File: src/rtl/seq_divider_pkg.sv
// Shared definitions for the sequential restoring divider: FSM encoding and
// the step-counter width helper.
package seq_divider_pkg;

    typedef enum logic [1:0] {
        ST_IDLE = 2'd0,
        ST_RUN  = 2'd1,
        ST_DONE = 2'd2
    } state_e;

    // One extra bit so the counter can hold WIDTH itself without wrapping.
    function automatic int cnt_width(input int width);
        return $clog2(width) + 1;
    endfunction

endpackage

File: src/rtl/seq_divider_div_step.sv
// One restoring-division step: shift in a dividend bit, trial-subtract the
// divisor, and keep or restore depending on the borrow.
module div_step #(
    parameter int WIDTH = 8
) (
    input  logic [WIDTH-1:0] rem,
    input  logic             dvd_bit,
    input  logic [WIDTH-1:0] divisor,
    output logic [WIDTH-1:0] rem_next,
    output logic             q_bit
);

    logic [WIDTH:0] shifted_s;
    logic [WIDTH:0] trial_s;

    // Shift, trial subtract, and restore mux; the top bit only exposes the borrow.
    always_comb begin
        shifted_s = {rem, dvd_bit};
        trial_s   = shifted_s - {1'b0, divisor};
        if (trial_s[WIDTH]) begin
            rem_next = shifted_s[WIDTH-1:0];
            q_bit    = 1'b0;
        end else begin
            rem_next = trial_s[WIDTH-1:0];
            q_bit    = 1'b1;
        end
    end

endmodule

File: src/rtl/seq_divider.sv
// Multi-cycle unsigned restoring divider with a start/busy/done handshake;
// one quotient bit per clock, results held until the next completion.
module seq_divider
    import seq_divider_pkg::*;
#(
    parameter int WIDTH = 8
) (
    input  logic             i_clk,
    input  logic             i_rst,
    input  logic             i_start,
    input  logic [WIDTH-1:0] i_dividend,
    input  logic [WIDTH-1:0] i_divisor,
    output logic             o_busy,
    output logic             o_done,
    output logic [WIDTH-1:0] o_quotient,
    output logic [WIDTH-1:0] o_remainder,
    output logic             o_div_by_zero
);

    localparam int                CNT_W    = cnt_width(WIDTH);
    localparam logic [CNT_W-1:0]  CNT_ONE  = {{(CNT_W-1){1'b0}}, 1'b1};
    localparam logic [CNT_W-1:0]  CNT_LAST = CNT_W'(WIDTH - 1);

    state_e           state_r;
    state_e           next_state_s;
    logic             busy_r;
    logic             done_r;
    logic             busy_nxt_s;
    logic             done_nxt_s;
    logic             accept_s;
    logic             zero_div_s;
    logic             last_step_s;

    logic [WIDTH-1:0] dvd_r;
    logic [WIDTH-1:0] dvs_r;
    logic [WIDTH-1:0] rem_r;
    logic [WIDTH-1:0] quo_r;
    logic [CNT_W-1:0] cnt_r;
    logic [WIDTH-1:0] quotient_r;
    logic [WIDTH-1:0] remainder_r;
    logic             dbz_r;

    logic [WIDTH-1:0] rem_nxt_s;
    logic             q_bit_s;

    div_step #(.WIDTH(WIDTH)) u_step (
        .rem      (rem_r),
        .dvd_bit  (dvd_r[WIDTH-1]),
        .divisor  (dvs_r),
        .rem_next (rem_nxt_s),
        .q_bit    (q_bit_s)
    );

    // Next-state logic; a start is honoured in IDLE and DONE only.
    always_comb begin
        next_state_s = ST_IDLE;
        accept_s     = 1'b0;
        zero_div_s   = (i_divisor == {WIDTH{1'b0}});
        last_step_s  = 1'b0;
        case (state_r)
            ST_IDLE, ST_DONE: begin
                if (i_start) begin
                    accept_s     = 1'b1;
                    next_state_s = zero_div_s ? ST_DONE : ST_RUN;
                end else begin
                    next_state_s = ST_IDLE;
                end
            end
            ST_RUN: begin
                if (cnt_r == CNT_LAST) begin
                    last_step_s  = 1'b1;
                    next_state_s = ST_DONE;
                end else begin
                    next_state_s = ST_RUN;
                end
            end
            default: next_state_s = ST_IDLE;
        endcase
    end

    // Handshake outputs decoded from the upcoming state so they register cleanly.
    always_comb begin
        busy_nxt_s = 1'b0;
        done_nxt_s = 1'b0;
        case (next_state_s)
            ST_RUN:  busy_nxt_s = 1'b1;
            ST_DONE: done_nxt_s = 1'b1;
            default: begin
                busy_nxt_s = 1'b0;
                done_nxt_s = 1'b0;
            end
        endcase
    end

    // State register together with the registered handshake flags.
    always_ff @(posedge i_clk) begin
        if (i_rst) begin
            state_r <= ST_IDLE;
            busy_r  <= 1'b0;
            done_r  <= 1'b0;
        end else begin
            state_r <= next_state_s;
            busy_r  <= busy_nxt_s;
            done_r  <= done_nxt_s;
        end
    end

    // Operand capture, iteration registers, and the held result registers.
    always_ff @(posedge i_clk) begin
        if (i_rst) begin
            dvd_r       <= {WIDTH{1'b0}};
            dvs_r       <= {WIDTH{1'b0}};
            rem_r       <= {WIDTH{1'b0}};
            quo_r       <= {WIDTH{1'b0}};
            cnt_r       <= {CNT_W{1'b0}};
            quotient_r  <= {WIDTH{1'b0}};
            remainder_r <= {WIDTH{1'b0}};
            dbz_r       <= 1'b0;
        end else if (accept_s) begin
            if (zero_div_s) begin
                quotient_r  <= {WIDTH{1'b1}};
                remainder_r <= i_dividend;
                dbz_r       <= 1'b1;
            end else begin
                dvd_r <= i_dividend;
                dvs_r <= i_divisor;
                rem_r <= {WIDTH{1'b0}};
                quo_r <= {WIDTH{1'b0}};
                cnt_r <= {CNT_W{1'b0}};
            end
        end else if (state_r == ST_RUN) begin
            dvd_r <= {dvd_r[WIDTH-2:0], 1'b0};
            rem_r <= rem_nxt_s;
            quo_r <= {quo_r[WIDTH-2:0], q_bit_s};
            cnt_r <= cnt_r + CNT_ONE;
            // Results publish only on the final step so they never show partial values.
            if (last_step_s) begin
                quotient_r  <= {quo_r[WIDTH-2:0], q_bit_s};
                remainder_r <= rem_nxt_s;
                dbz_r       <= 1'b0;
            end
        end
    end

    assign o_busy        = busy_r;
    assign o_done        = done_r;
    assign o_quotient    = quotient_r;
    assign o_remainder   = remainder_r;
    assign o_div_by_zero = dbz_r;

endmodule

File: config.mk
export PLATFORM = sky130hd
export DESIGN_NAME = seq_divider
export DESIGN_NICKNAME = d
export VERILOG_FILES = /design/src/rtl/seq_divider_pkg.sv /design/src/rtl/seq_divider_div_step.sv /design/src/rtl/seq_divider.sv
export SDC_FILE = /design/constraint.sdc
export NUM_CORES = 1
export LEC_CHECK = 0
export CAP_MARGIN = 20
export CORE_MARGIN = 4
export CORE_UTILIZATION = 53
export CTS_CLUSTER_DIAMETER = 80
export DETAILED_ROUTE_END_ITERATION = 8
export PLACE_DENSITY = 0.89
export SETUP_SLACK_MARGIN = 0.2
export SLEW_MARGIN = 20
export SYNTH_ARGS = -nofsm -noshare
export SYNTH_HDL_FRONTEND = slang
export SYNTH_SLANG_ARGS = --single-unit
File: constraint.sdc
create_clock -name i_clk -period 2.9 [get_ports i_clk]
set_input_delay 0.58 -clock i_clk [delete_from_list [all_inputs] [get_ports i_clk]]
set_output_delay 0.58 -clock i_clk [all_outputs]
set_load 0.05 [all_outputs]
# == Word level (Yosys, flattened, before mapping) ==
# Index checks and enable logic that the tools add are counted.
# word_totals
register_bits,56
out_inout_bits,19
# classes
n_bitwise,1
eq_ne,7
n_reduce_logical,8
muxes,35
add_sub_neg,2
# ops
cell,count
2-to-1 mux 8 bit,15
2-to-1 mux 7 bit,2
2-to-1 mux 4 bit,3
2-to-1 mux 1 bit,11
subtractor 9 x 8 -> 9 bit,1
logical NOT 8 bit,1
2-to-1 mux 2 bit,3
adder 4 x 1 -> 4 bit (second input constant),1
== test 2 x 1 -> 1 bit (second input constant),2
== test 2 bit (second input constant),2
== test 4 x 3 -> 1 bit (second input constant),1
one-hot mux 2 bit (2 select lines),1
AND reduction 2 bit,2
nonzero test 2 bit,2
AND reduction 3 bit,1
logical NOT 2 bit,1
inequality test 2 x 1 -> 1 bit (second input constant),1
inequality test 2 bit (second input constant),1
OR reduction 2 bit,1
inverter 1 bit,1

# == Longest topological paths before layout ==
# Gate-level depths: netlist (run 1).
# logic_depth
word_depth,6
depth_mapped,10
mapped_depth_nobuf,10

# == Cells and area by module ==
# A second synthesis (run 1) with hierarchy kept.
# unflattened
hier_cells,271
hier_area_um2,2738.9
# modules_own_cells
mod,area_each_um2,seq_area_each_um2,instances,cells_per_inst
seq_divider,2253.4,1121.1,1,213
div_step,485.5,0.0,1,58

# == Least setup slack after synthesis (run 1) ==
# OpenSTA, ideal clock, no wires.
# synth_path
path_type,flip-flop to flip-flop
start,register dvd_r[7]
end,register rem_r[1]
required_ps,2768
arrival_time_ps,2320
path_stages_with_launch,11
synth_period_minus_slack_ps,2452
slack_ps,448
path_cell_list,dfxtp_1 > inv_1 > ha_1 > inv_1 > fa_1 > a211oi_2 > o31ai_4 > a31oi_4 > mux2_2 > a32oi_1 > a21oi_1
# synth_via
elab_chain_cells,4
# synth_lines
item,line_no,rtl
from (decl),seq_divider.sv:34,logic [WIDTH-1:0] dvd_r;
from (signal assigned),seq_divider.sv:111,dvd_r <= {WIDTH{1'b0}};
from (signal assigned),seq_divider.sv:125,dvd_r <= i_dividend;
from (signal assigned),seq_divider.sv:132,"dvd_r <= {dvd_r[WIDTH-2:0], 1'b0};"
subtractor 9 x 8 -> 9 bit,seq_divider_div_step.sv:19,"trial_s = shifted_s - {1'b0, divisor};"
2-to-1 mux 8 bit,seq_divider_div_step.sv:20,if (trial_s[WIDTH]) begin
2-to-1 mux 8 bit,seq_divider.sv:131,end else if (state_r == ST_RUN) begin
2-to-1 mux 8 bit,seq_divider.sv:119,end else if (accept_s) begin
to (signal assigned),seq_divider.sv:113,rem_r <= {WIDTH{1'b0}};
to (signal assigned),seq_divider.sv:127,rem_r <= {WIDTH{1'b0}};
to (signal assigned),seq_divider.sv:133,rem_r <= rem_nxt_s;
to (decl),seq_divider.sv:36,logic [WIDTH-1:0] rem_r;
# Every way passes these cells. The select of a mux whose other input is x is not followed.
# A chain may end at the register's enable or synchronous reset.

# == Worst setup path in the final report (run 1) ==
# Same ends and word-level chain as after synthesis.

==> impl_metrics.toml, run 1 <==
[clock_tree]
path_clk_slew_ns = 0.10
cts_root_buf = "clkbuf_8"
cts_max_level = 2
max-clock-path-buffers = 2
cts_made_buffers = 5
clock_sinks = 56
cts_tree = "built"
clk_latency_ns = 0.32

[routing]
drtIter0Drc = 287
postRouteAntennaNets = 0
wire_per_inst_um = 15.4
routed_wl_um = 6940
drc = 0
vias = 2658
dr.pass1.iters = 4
vias_per_cell = 5.91

[timing]
finalSetupViolations = 0
finalClockSkew_ns = 0.00873
min_period_ns = 2.59
period_share = 0.892
final.setup.tns_ns = 0
final.setup.worst_slack_ns = 0.314
maxSlewViolCount = 0
rsz0062_at_grt = "false"
hold_viol = 0
slew_headroom = 0.502
worst_pin_slew_ns = 0.744
timing.fmax_mhz = 387

[die]
die_h_um = 80.3
start_util = 0.547
dieArea_um2 = 6460
core_region_area_um2 = 5070
boundaryPins = 38
placementRows = 26
fp.dieW_um = 80.3

[power_and_ir_drop]
finalPower_mw = 1.86
powerDensity_nw_per_um2 = 558
p_clk_frac = 0.235
leakage_nw = 1.20
power.share.switching = 0.339
max-vdd-ir-drop_v = 0.000331
p_comb_frac = 0.311
p_sw_mw = 0.631
p_int_mw = 1.23
p_seq_frac = 0.454

[cells_and_area]
finalNetCount = 408
syn2layout_area_growth_pct = 20.3
num_antenna_cells = 0
drive_gt1_frac = 0.0816
mostFrequentLayoutCell = "nand2_1"
final_cell_mix = "69 x nand2_1, 56 x dfxtp_1, 37 x clkdlybuf4s50_1"

[placed_design]
gp_congestion = 0.928
portBuffers = 37
pre_cts_ws_ns = 0.252
post-dp-hpwl_um = 5090

[synth]
synth.ff_latch_count = 56
synth.distinct_cells = 48
async_flop_share = 0
syn_nets = 375
syn_inst = 346
yosysSeqAreaShare = 0.404
synth_edf_count = 0
synth_top_area_share = 0.404
post-synth-top-area-cell = "dfxtp_1"
ys_top_cells_by_area = "dfxtp_1 40%, nand2_1 9.3%, a21oi_1 5.4%"
avgSynthCellArea_um2 = 8.02
yosys_warnings = 0
synth-main-ff-cell = "dfxtp_1"
netlist_area_um2 = 2770

[global_routing]
grt_pass1_wl_um = 11500
grt_pass1_vias = 2526
grt_max_degree = 45
antenna_found_initial = 0
grt_use_total = 0.227
grt.overflow.total = 0

[setup_path]
critPathCaptureType = "flip-flop"
worst-r2r-setup-slack_ns = 0.31
critPathKind = "flip-flop to flip-flop"
crit_arrival_ns = 2.77
cp_max_fo = 5
start_kind = "flip-flop"
crit_required_ns = 3.09

[min_path]
hold_class = "flip-flop to flip-flop"

[flow_run]
cap_violations = 0

[outcome]
outcome = "finished, final reports clean"
==> sequential cells by signal, indices dropped and copies added (netlist names) <==
signal,flops
o_quotient,8
o_done,1
dvs_r,8
o_div_by_zero,1
quo_r,7
o_remainder,8
o_busy,1
cnt_r,4
state_r,2
rem_r,8
dvd_r,8
==> routing by layer <==
layer | global-route usage | wire length, um
met5 | 0 | 0
met4 | 0.0760 | 125
met3 | 0.0460 | 548
met2 | 0.370 | 3220
met1 | 0.298 | 3050
==> final cells by class <==
cell class | instances | area [um^2]
Inverter | 11 | 41.3
Timing Repair Buffer | 48 | 453
Multi-Input combinational cell | 257 | 1540
Fill cell | 433 | 1740
Clock buffer | 5 | 68.8
Sequential cell | 56 | 1120
Clock inverter | 3 | 22.5
Tap cell | 70 | 87.6
==> worst paths after layout <==
check	depth (start not counted)	end	start
setup reg to reg	10	rem_r[1]	dvd_r[7]
setup / recovery	10	rem_r[1]	dvd_r[7]
hold reg to reg	2	dvs_r[3]	dvs_r[3]
hold / removal	2	dvs_r[3]	dvs_r[3]
==> critical path: stages (launching register included) <==
cell	delay [ns]
dfxtp_1	0.36
inv_1	0.10
ha_1	0.16
inv_1	0.05
fa_2	0.37
a211oi_4	0.31
o31ai_4	0.14
a31oi_4	0.29
mux2_2	0.37
a32oi_1	0.20
a21oi_1	0.09
==> through the flow <==
stage / hold slack [ns] / instances / utilization / cell area, um^2
final: 0.459 / 450 / 0.658 / 3340
after global routing: 0.488 / 450 / 0.658 / 3340
after CTS: 0.462 / 448 / 0.651 / 3310
after detailed placement: 0.448 / 440 / 0.633 / 3210
after global placement: 0.442 / 440 / 0.633 / 3210
after floorplan: 0.432 / 346 / - / 2770
==> synth_stat cells, types with 2 or more instances <==
cell type / count
ha_1: 9
nand2b_1: 3
nand3_1: 15
dfxtp_1: 56
a211oi_1: 4
a22oi_1: 2
clkbuf_1: 19
a21oi_1: 30
nand3b_1: 3
nor2b_1: 3
o21ai_0: 15
mux2i_1: 6
buf_2: 2
nor2_1: 26
a21o_1: 2
inv_1: 11
and4_1: 3
mux2_2: 2
or3_1: 3
a311oi_1: 7
xor2_1: 5
o2111ai_1: 2
nand2_1: 69
a32oi_1: 2
nor4_1: 3
nor3b_1: 2
a31oi_1: 13
nor3_1: 9
==> cells by family after synthesis <==
kind of cell | after synthesis | synth area share
buf+inv | 33 | 0.0456
fa+ha+maj | 10 | 0.0478
flops | 56 | 0.404
compound gates | 86 | 0.205
mux | 8 | 0.0298
simple gates | 146 | 0.239
xor+xnor | 7 | 0.0289
==> repair_timing <==
item / in CTS / in global routing
hold endpoints to repair: 0 / 0
endpoints found under the setup margin: 0 / 11
resized for setup: 0 / 3
hold buffers: 0 / 0
setup buffers: 0 / 2
==> power by group through the flow <==
stage,clock (mW),sequential [mW],combinational (mW)
after global routing,0.473,0.852,0.632
after floorplan,0,0.848,0.422
final,0.437,0.846,0.579
after CTS,0.439,0.844,0.545
after global placement,0,0.859,0.523
after detailed placement,0,0.862,0.544
Note: power is estimated with default switching activity, not from simulation.
==> run 2: changes to the inputs <==
--- a/config.mk
+++ b/config.mk
@@ -5,7 +5,6 @@
 export SDC_FILE = /design/constraint.sdc
 export NUM_CORES = 1
 export LEC_CHECK = 0
-export CAP_MARGIN = 20
 export CORE_MARGIN = 4
 export CORE_UTILIZATION = 53
 export CTS_CLUSTER_DIAMETER = 80
==> results of run 2 <==
The final DEF is identical to that of run 1; final timing and power are the same.
==> run 3: changes to the inputs <==
==> constraint.sdc (replaced) <==
create_clock -name i_clk -period 2.9 [get_ports i_clk]
set_input_delay 0.29 -clock i_clk [delete_from_list [all_inputs] [get_ports i_clk]]
set_output_delay 0.29 -clock i_clk [all_outputs]
set_load 0.05 [all_outputs]
==> run 3 against run 2 <==
  * Sequential power about the same
  * Critical path type unchanged
  * Sequential share of layout area fell by 0.24 points
  * Utilization rose by 0.54 points
  * Sequential cell count is the same
==> impl_metrics.toml, run 3 (synthesized netlist as in run 1, its figures left out) <==
[global_routing]
grt_pass1_vias = 2502
grt_max_degree = 45
grt_use_met2 = 0.381
grt_util_met1 = 0.283
antenna_found_initial = 0
grt_use_total = 0.229
grt_pass1_wl_um = 11500
grt-busiest-layer = "met2"
gr-usage-met3 = 0.0650
grt.overflow.total = 0

[setup_path]
path_buf_inv = 4
startpoint = "dvd_r[7]"
crit_slowest_cell = "fa_2"
crit_chain = "inv_1, ha_1, inv_1, fa_2, a211oi_4, o31ai_4, a31oi_4, xnor2_4, dlymetal6s2s_1, buf_4, o221a_2"
r2r-start = "dvd_r[7]"
cp_max_fo = 6
critPathCaptureType = "flip-flop"
slowest_delay_ns = 0.37
crit_required_ns = 3.11
crit_arrival_ns = 2.82
start_kind = "flip-flop"
crit_top_cell = "inv_1"
critPathKind = "flip-flop to flip-flop"
crit_family = "compound AO/OA/AOI/OAI gates"

[routing]
dr.pass1.iters = 4
wire_per_inst_um = 15.3
vias = 2632
drtIter0Drc = 211
postRouteAntennaNets = 0
vias_per_cell = 5.80
drc = 0
routed_wl_um = 6950

[cells_and_area]
final_cell_area_um2 = 3360
final_cell_mix = "69 x nand2_1, 55 x dfxtp_1, 37 x clkdlybuf4s50_1"
num_antenna_cells = 0
fin_cells = 454
layout.area.seq_um2 = 1120
multi_input_area_um2 = 1540
mostFrequentLayoutCell = "nand2_1"
drive_gt1_frac = 0.0885
fillers = 452
utilization = 0.663
finalNetCount = 413
syn2layout_area_growth_pct = 21.3

[timing]
hold_viol = 0
finalSetupViolations = 0
slew_headroom = 0.520
min_period_ns = 2.61
maxSlewViolCount = 0
worst_pin_slew_ns = 0.717
final.setup.tns_ns = 0
rsz0062_at_grt = "false"
whs_ns = 0.460
final.setup.worst_slack_ns = 0.289
timing.fmax_mhz = 383
finalClockSkew_ns = 0.00838
period_share = 0.900

[flow_run]
cap_violations = 0

[die]
fp.dieW_um = 80.3
placementRows = 26
dieArea_um2 = 6460
core_region_area_um2 = 5070
start_util = 0.547
boundaryPins = 38
die_h_um = 80.3

[clock_tree]
cts_max_level = 2
cts_root_buf = "clkbuf_8"
cts_tree = "built"
cts_made_buffers = 5
clock_sinks = 56
path_clk_slew_ns = 0.10
postCtsHoldBufs = 0
max-clock-path-buffers = 2
clk_latency_ns = 0.32

[power_and_ir_drop]
powerDensity_nw_per_um2 = 567
leakage_nw = 1.22
finalPower_mw = 1.91
max-vdd-ir-drop_v = 0.000327

[placed_design]
gp_congestion = 0.957
portBuffers = 37
dpl_cell_area_um2 = 3210
placed_cells = 439
pre_cts_ws_ns = 0.272
post-dp-hpwl_um = 5000

[outcome]
outcome = "finished, final reports clean"

[min_path]
hold_start = "dvs_r[6]"
hold_class = "flip-flop to flip-flop"
run 3: area by class of cell:
type                    count  area share
well taps                  70      0.0260
repair buffers             53       0.147
clock buffers               5      0.0205
inverters                  11      0.0123
clock inverters             2     0.00372
multi-input cells         257       0.457
flip-flops and latches     56       0.334
run 3: timing repair:
| item | 4_1_cts | 5_1_grt |
|---|---|---|
| setup endpoints to repair | 0 | 12 |
| setup buffers | 0 | 8 |
| gates resized for setup | 0 | 3 |
run 3: path summary, 6_finish.rpt:
kind,cells after the start,slack [ns],to
worst max register to register,11,0.29,o_quotient[0]
worst min register to register,2,0.46,dvs_r[6]
worst min-delay path,2,0.46,dvs_r[6]
worst max-delay path,11,0.29,o_quotient[0]
run 3: metal layers:
metal / vias up / wire [um]
met5: - / 0
met4: 0 / 87
met3: 13 / 558
met2: 93 / 3250
met1: 1229 / 3050
li1: 1297 / -
run 3: power by group:
group | total, mW | internal [mW] | leakage (nW) | switching (mW)
registers | 0.845 | 0.805 | 0.456 | 0.0399
clock network | 0.418 | 0.164 | 0.0400 | 0.253
logic | 0.645 | 0.304 | 0.728 | 0.341
total | 1.91 | 1.27 | 1.22 | 0.634
run 3: worst min-delay path, delay by kind of cell (launching register included):
| family | cells | cell delay [ns] |
|---|---|---|
| compound gates | 1 | 0.05 |
| flops | 1 | 0.32 |
| simple gates | 1 | 0.05 |
